<file path="src/rtl/fb_draw_writer.sv">
// Framebuffer draw writer: optionally clears the framebuffer, sequences the
// renderer through reset/start, then turns renderer pixels into clipped,
// one-cycle-latency framebuffer writes until the renderer reports done.
module fb_draw_writer #(
  parameter int CORDW     = 16,
  parameter int CIDXW     = 4,
  parameter int FB_WIDTH  = 320,
  parameter int FB_HEIGHT = 180,
  parameter int BG_CIDX   = 0,
  parameter int CLEAR_EN  = 1,
  localparam int ADDRW    = $clog2(FB_WIDTH * FB_HEIGHT)
) (
  input  logic                    clk,
  input  logic                    rst_n,
  input  logic                    frame_start,
  input  logic                    draw_en,
  output logic                    render_rst,
  output logic                    render_start,
  output logic                    oe,
  input  logic signed [CORDW-1:0] x,
  input  logic signed [CORDW-1:0] y,
  input  logic        [CIDXW-1:0] cidx,
  input  logic                    drawing,
  input  logic                    render_done,
  output logic                    fb_we,
  output logic        [ADDRW-1:0] fb_addr,
  output logic        [CIDXW-1:0] fb_cidx,
  output logic                    busy,
  output logic                    frame_done,
  output logic             [15:0] clip_cnt
);

  localparam int PIXELS = FB_WIDTH * FB_HEIGHT;
  localparam logic        [ADDRW-1:0] LastAddr = ADDRW'(PIXELS - 1);
  localparam logic signed [CORDW-1:0] XLim     = CORDW'(FB_WIDTH);
  localparam logic signed [CORDW-1:0] YLim     = CORDW'(FB_HEIGHT);

  typedef enum logic [2:0] {
    StIdle,
    StClear,
    StRrst,
    StStart,
    StDraw,
    StDone
  } state_e;

  state_e           state_q, state_d;
  logic [ADDRW-1:0] clr_cnt_q, clr_cnt_d;
  logic             fb_we_q, fb_we_d;
  logic [ADDRW-1:0] fb_addr_q, fb_addr_d;
  logic [CIDXW-1:0] fb_cidx_q, fb_cidx_d;
  logic [15:0]      clip_cnt_q, clip_cnt_d;

  logic             in_bounds;
  logic [ADDRW-1:0] pix_addr;

  // Signed compares so negative coordinates fail; address math is only used once in bounds.
  always_comb begin
    in_bounds = !x[CORDW-1] && (x < XLim) && !y[CORDW-1] && (y < YLim);
    pix_addr  = ADDRW'(32'($unsigned(y)) * 32'(FB_WIDTH) + 32'($unsigned(x)));
  end

  // Next-state and write-port logic; fb_we defaults low every cycle.
  always_comb begin
    state_d    = state_q;
    clr_cnt_d  = clr_cnt_q;
    fb_we_d    = 1'b0;
    fb_addr_d  = fb_addr_q;
    fb_cidx_d  = fb_cidx_q;
    clip_cnt_d = clip_cnt_q;
    unique case (state_q)
      StIdle: begin
        if (frame_start) begin
          clip_cnt_d = '0;
          clr_cnt_d  = '0;
          state_d    = (CLEAR_EN != 0) ? StClear : StRrst;
        end
      end
      StClear: begin
        if (draw_en) begin
          fb_we_d   = 1'b1;
          fb_addr_d = clr_cnt_q;
          fb_cidx_d = CIDXW'(BG_CIDX);
          if (clr_cnt_q == LastAddr) begin
            state_d = StRrst;
          end else begin
            clr_cnt_d = clr_cnt_q + 1'b1;
          end
        end
      end
      StRrst:  state_d = StStart;
      StStart: state_d = StDraw;
      StDraw: begin
        if (drawing) begin
          if (in_bounds) begin
            fb_we_d   = 1'b1;
            fb_addr_d = pix_addr;
            fb_cidx_d = cidx;
          end else if (clip_cnt_q != 16'hFFFF) begin
            clip_cnt_d = clip_cnt_q + 16'd1;
          end
        end
        // A pixel presented alongside render_done is still written above.
        if (render_done) begin
          state_d = StDone;
        end
      end
      StDone:  state_d = StIdle;
      default: state_d = StIdle;
    endcase
  end

  // State and registered write port, synchronous active-low reset.
  always_ff @(posedge clk) begin
    if (!rst_n) begin
      state_q    <= StIdle;
      clr_cnt_q  <= '0;
      fb_we_q    <= 1'b0;
      fb_addr_q  <= '0;
      fb_cidx_q  <= '0;
      clip_cnt_q <= '0;
    end else begin
      state_q    <= state_d;
      clr_cnt_q  <= clr_cnt_d;
      fb_we_q    <= fb_we_d;
      fb_addr_q  <= fb_addr_d;
      fb_cidx_q  <= fb_cidx_d;
      clip_cnt_q <= clip_cnt_d;
    end
  end

  // Status and renderer controls decoded from the state register; the renderer
  // is also held in reset for as long as rst_n is low.
  always_comb begin
    busy         = (state_q != StIdle);
    render_rst   = !rst_n || (state_q == StRrst);
    render_start = (state_q == StStart);
    frame_done   = (state_q == StDone);
    oe           = (state_q == StDraw) && draw_en;
    fb_we        = fb_we_q;
    fb_addr      = fb_addr_q;
    fb_cidx      = fb_cidx_q;
    clip_cnt     = clip_cnt_q;
  end

endmodule

</file>
<file path="config.mk">
export PLATFORM = sky130hd
export DESIGN_NAME = fb_draw_writer
export DESIGN_NICKNAME = d
export VERILOG_FILES = /design/src/rtl/fb_draw_writer.sv
export SDC_FILE = /design/constraint.sdc
export NUM_CORES = 1
export LEC_CHECK = 0
export BUFFER_PORTS_ARGS = -buffer_cell sky130_fd_sc_hd__clkbuf_2
export CORE_ASPECT_RATIO = 1.4
export CORE_MARGIN = 3
export CORE_UTILIZATION = 35
export CTS_CLUSTER_DIAMETER = 80
export CTS_CLUSTER_SIZE = 12
export DETAILED_ROUTE_END_ITERATION = 10
export PLACE_DENSITY = 0.55
export REMOVE_ABC_BUFFERS = 1
export SYNTH_ARGS = -nofsm -noshare
export SYNTH_HDL_FRONTEND = slang
export SYNTH_SLANG_ARGS = --single-unit
</file>
<file path="constraint.sdc">
create_clock -name clk -period 6.95 [get_ports clk]
set_clock_uncertainty 0.1 [all_clocks]
set_input_delay 0.695 -clock clk [delete_from_list [all_inputs] [get_ports clk]]
set_output_delay 0.695 -clock clk [all_outputs]
set_load 0.05 [all_outputs]
</file>
==> results by group <==
Worst setup path
  • Worst Path Arrival: 3.55 ns
  • Reg2reg end: clip_cnt[12]
  • Worst-path fanout max: 24
  • R2R Setup Slk: 3.52 ns
  • Worst r2r path cells: 6
  • Crit Path Category: reg2reg
  • Critical Path Sink: clip_cnt[12]
  • Crit. Startpoint: state_q[2]
  • Reg2reg start: state_q[2]
  • CP endpoint kind: register
  • Startpoint types: register
  • Worst EP required: 7.07 ns

GRT
  • Initial antenna violation count: 0
  • GR Overflow Total: 0
  • Largest net degree at the start of global routing: 42
  • Global-route wire length before repair: 14,000 um
  • GRT Total Usage: 15.1%
  • Vias in the first global route: 2,971

Synth
  • Synth top area cells: dfxtp_1 (32%), ha_1 (8.6%), xnor2_1 (8.6%)
  • Distinct cells, synth: 55
  • #FFs+latches synth: 56
  • Share of the synthesized area in the top cell type: 32.3%
  • Synth area leader: dfxtp_1
  • Ys async rst share: 0%
  • Cell area after synthesis: 3470 sq um
  • Syn avg cell area: between 8 and 9 sq um
  • Synth warn: 0
  • Register area share after synthesis: approximately a third
  • Post-Synthesis Cells: about 420
  • Count of flip-flops with a built-in enable after synthesis: 0
  • Dominant synthesized flop cell: dfxtp_1

Clock network
  • Latest clock arrival within the worst-skew pair: 0.30 ns
  • # H-tree levels: 2
  • Reg clk slew, reported paths: 0.07 ns
  • Clock sinks: 56
  • CTS Buf Count: 5
  • Hold-fix buffers, CTS: 0
  • Buffer depth of the longest clock path: 2
  • Post-CTS Setup Bufs: 0
  • Post-CTS sizing: 0
  • Root Buffer: clkbuf_16
  • TritonCTS clock tree: done

Detailed routing
  • Vias: about 3,200
  • Final ANT Viol Nets: 0
  • Post-route DRC violation count: 0
  • DRT iter0 DRCs: ~160
  • Final Routed Wirelength: ~8500 um
  • Average wire per standard cell: ~13 um
  • DR vias/cell: 5.06
  • First-pass DRT Iterations: 4

Place
  • Setup WS pre-CTS: 3.45 ns
  • Gpl congestion: ~0.80
  • IO buf count: a little over 80
  • Dpl hpwl: roughly 6500 um

Finish
  • Fillers: approximately 1,000
  • # nets final: 565
  • Most frequent cells in the layout: clkbuf_2 (83), nor2_1 (65), dfxtp_1 (56)
  • N_diodes: 0
  • Share of cells above drive strength 1: 20.9%
  • Most common cell after layout, fill and taps aside: clkbuf_2
  • P&R area growth vs syn: 18.5%

Timing
  • Worst hold slack: 0.394 ns
  • F_max: 0.292 GHz
  • Fin. Hold Viols: 0
  • Relative slew slack: around 17%
  • Final setup violation count: 0
  • Final worst setup slack: ~3.5 ns
  • Worst slew pin tran: 1.23 ns
  • RSZ-0062 raised after global routing: no
  • Final period utilization: 49.3%
  • Min Tclk post-route: about 3.4 ns
  • Max-slew violations: 0
  • TNS Setup: 0 ns

Floorplan
  • DIE AREA: 11,200 sq um
  • Row cnt: 42
  • Number of placed I/O pins: 84
  • Die height: 124 um
  • Initial core utilization: 36.3%
  • Core Region: 9560 sq um
  • Chip width: around 90 um

Hold path
  • Worst min-delay path class: reg2reg

Power and ir drop
  • Switching Fraction: 30.3%
  • P_sw: 0.237 mW
  • Reg power frac: 42.7%
  • Total power: 0.781 mW
  • Clock share of power: 33.4%
  • Power density over the cells: roughly 190 nW/um^2
  • Max VDD drop: about 0.10 mV
  • Combinational Power Share: approximately a quarter
  • LEAKAGE: 1.60 nW
  • Int Pwr: 0.544 mW

Flow run
  • Max Cap Viol: 0

Outcome
  • Status: finished clean
-- cells by family (layout without fill, tap and decap cells) --
family	Yosys count	in the layout	share of synthesized area, %
buffers and inverters	31	105	4.18
AO/OA/AOI/OAI	87	87	18.0
flip-flops	56	56	32.3
multiplexers	3	3	0.865
adder cells (fa/ha/maj)	26	26	9.80
AND/OR/NAND/NOR	183	183	25.3
XOR/XNOR	38	38	9.59
-- power by group through the flow --
stage,Combinational (mW),Clock [mW],Sequential [mW]
after CTS,0.189,0.268,0.334
final,0.187,0.260,0.333
after global routing,0.209,0.277,0.335
after floorplan,0.120,0,0.361
after global placement,0.186,0,0.341
after detailed placement,0.188,0,0.341
-- Yosys cell counts, types with 4 or more instances --
cell / count
nor2_1: 65
dfxtp_1: 56
nand2_1: 52
xnor2_1: 34
ha_1: 24
a21oi_1: 21
nand3_1: 14
a211oi_1: 13
inv_1: 13
a311oi_1: 11
o21ai_0: 11
nor3_1: 10
a31oi_1: 8
buf_2: 8
clkbuf_1: 7
nor4_1: 7
and3_1: 5
nand4_1: 4
xor2_1: 4
-- routing by layer --
layer	wire length, um	GRT usage [%]	share of wire (%)
met5	0	0	0
met4	106	5.17	1.3
met3	391	3.02	4.6
met2	4330	27.8	51
met1	3660	17.6	43
-- worst min-delay path by stage --
stage            startpoint           end  slack [ns]  depth (start not counted)
6_report         fb_addr[7]    fb_addr[7]        0.39                          2
5_1_grt          fb_addr[8]    fb_addr[8]        0.42                          2
4_1_cts          fb_addr[7]    fb_addr[7]        0.40                          2
3_5_place_dp     fb_addr[7]    fb_addr[7]        0.38                          2
3_3_place_gp     fb_addr[7]    fb_addr[7]        0.38                          2
2_1_floorplan  clr_cnt_q[1]  clr_cnt_q[1]        0.37                          2
-- final cells by class --
cell class	count	area (sq um)	area share (%)
sequential	56	1120	27.3
inverter	13	48.8	1.19
tap	132	165	4.02
timing repair buffer	84	423	10.3
multi-input combinational	337	2210	53.6
clock inverter	2	10.0	0.243
clock buffer	6	139	3.38
-- through the flow --
stage | util (%) | cell area [sq um] | cells
2_1_floorplan | - | 3380 | 406
5_1_grt | 43.0 | 4110 | 630
6_report | 43.0 | 4110 | 630
3_3_place_gp | 41.4 | 3960 | 622
3_5_place_dp | 41.4 | 3960 | 622
4_1_cts | 43.0 | 4110 | 630
-- sequential cells by signal (all words and copies together) (netlist names) --
| register | count |
|---|---|
| clip_cnt | 16 |
| clr_cnt_q | 16 |
| fb_addr | 16 |
| fb_cidx | 4 |
| state_q | 3 |
| fb_we | 1 |
-- critical path, stage by stage, from the launching register on --
cell	delay, ns
dfxtp_1	0.58
nor3b_4	0.92
nand2_1	0.15
nor4_2	0.95
nor3_1	0.26
nand3_1	0.19
mux2i_1	0.19
Note: power is estimated with default switching activity, not from simulation.
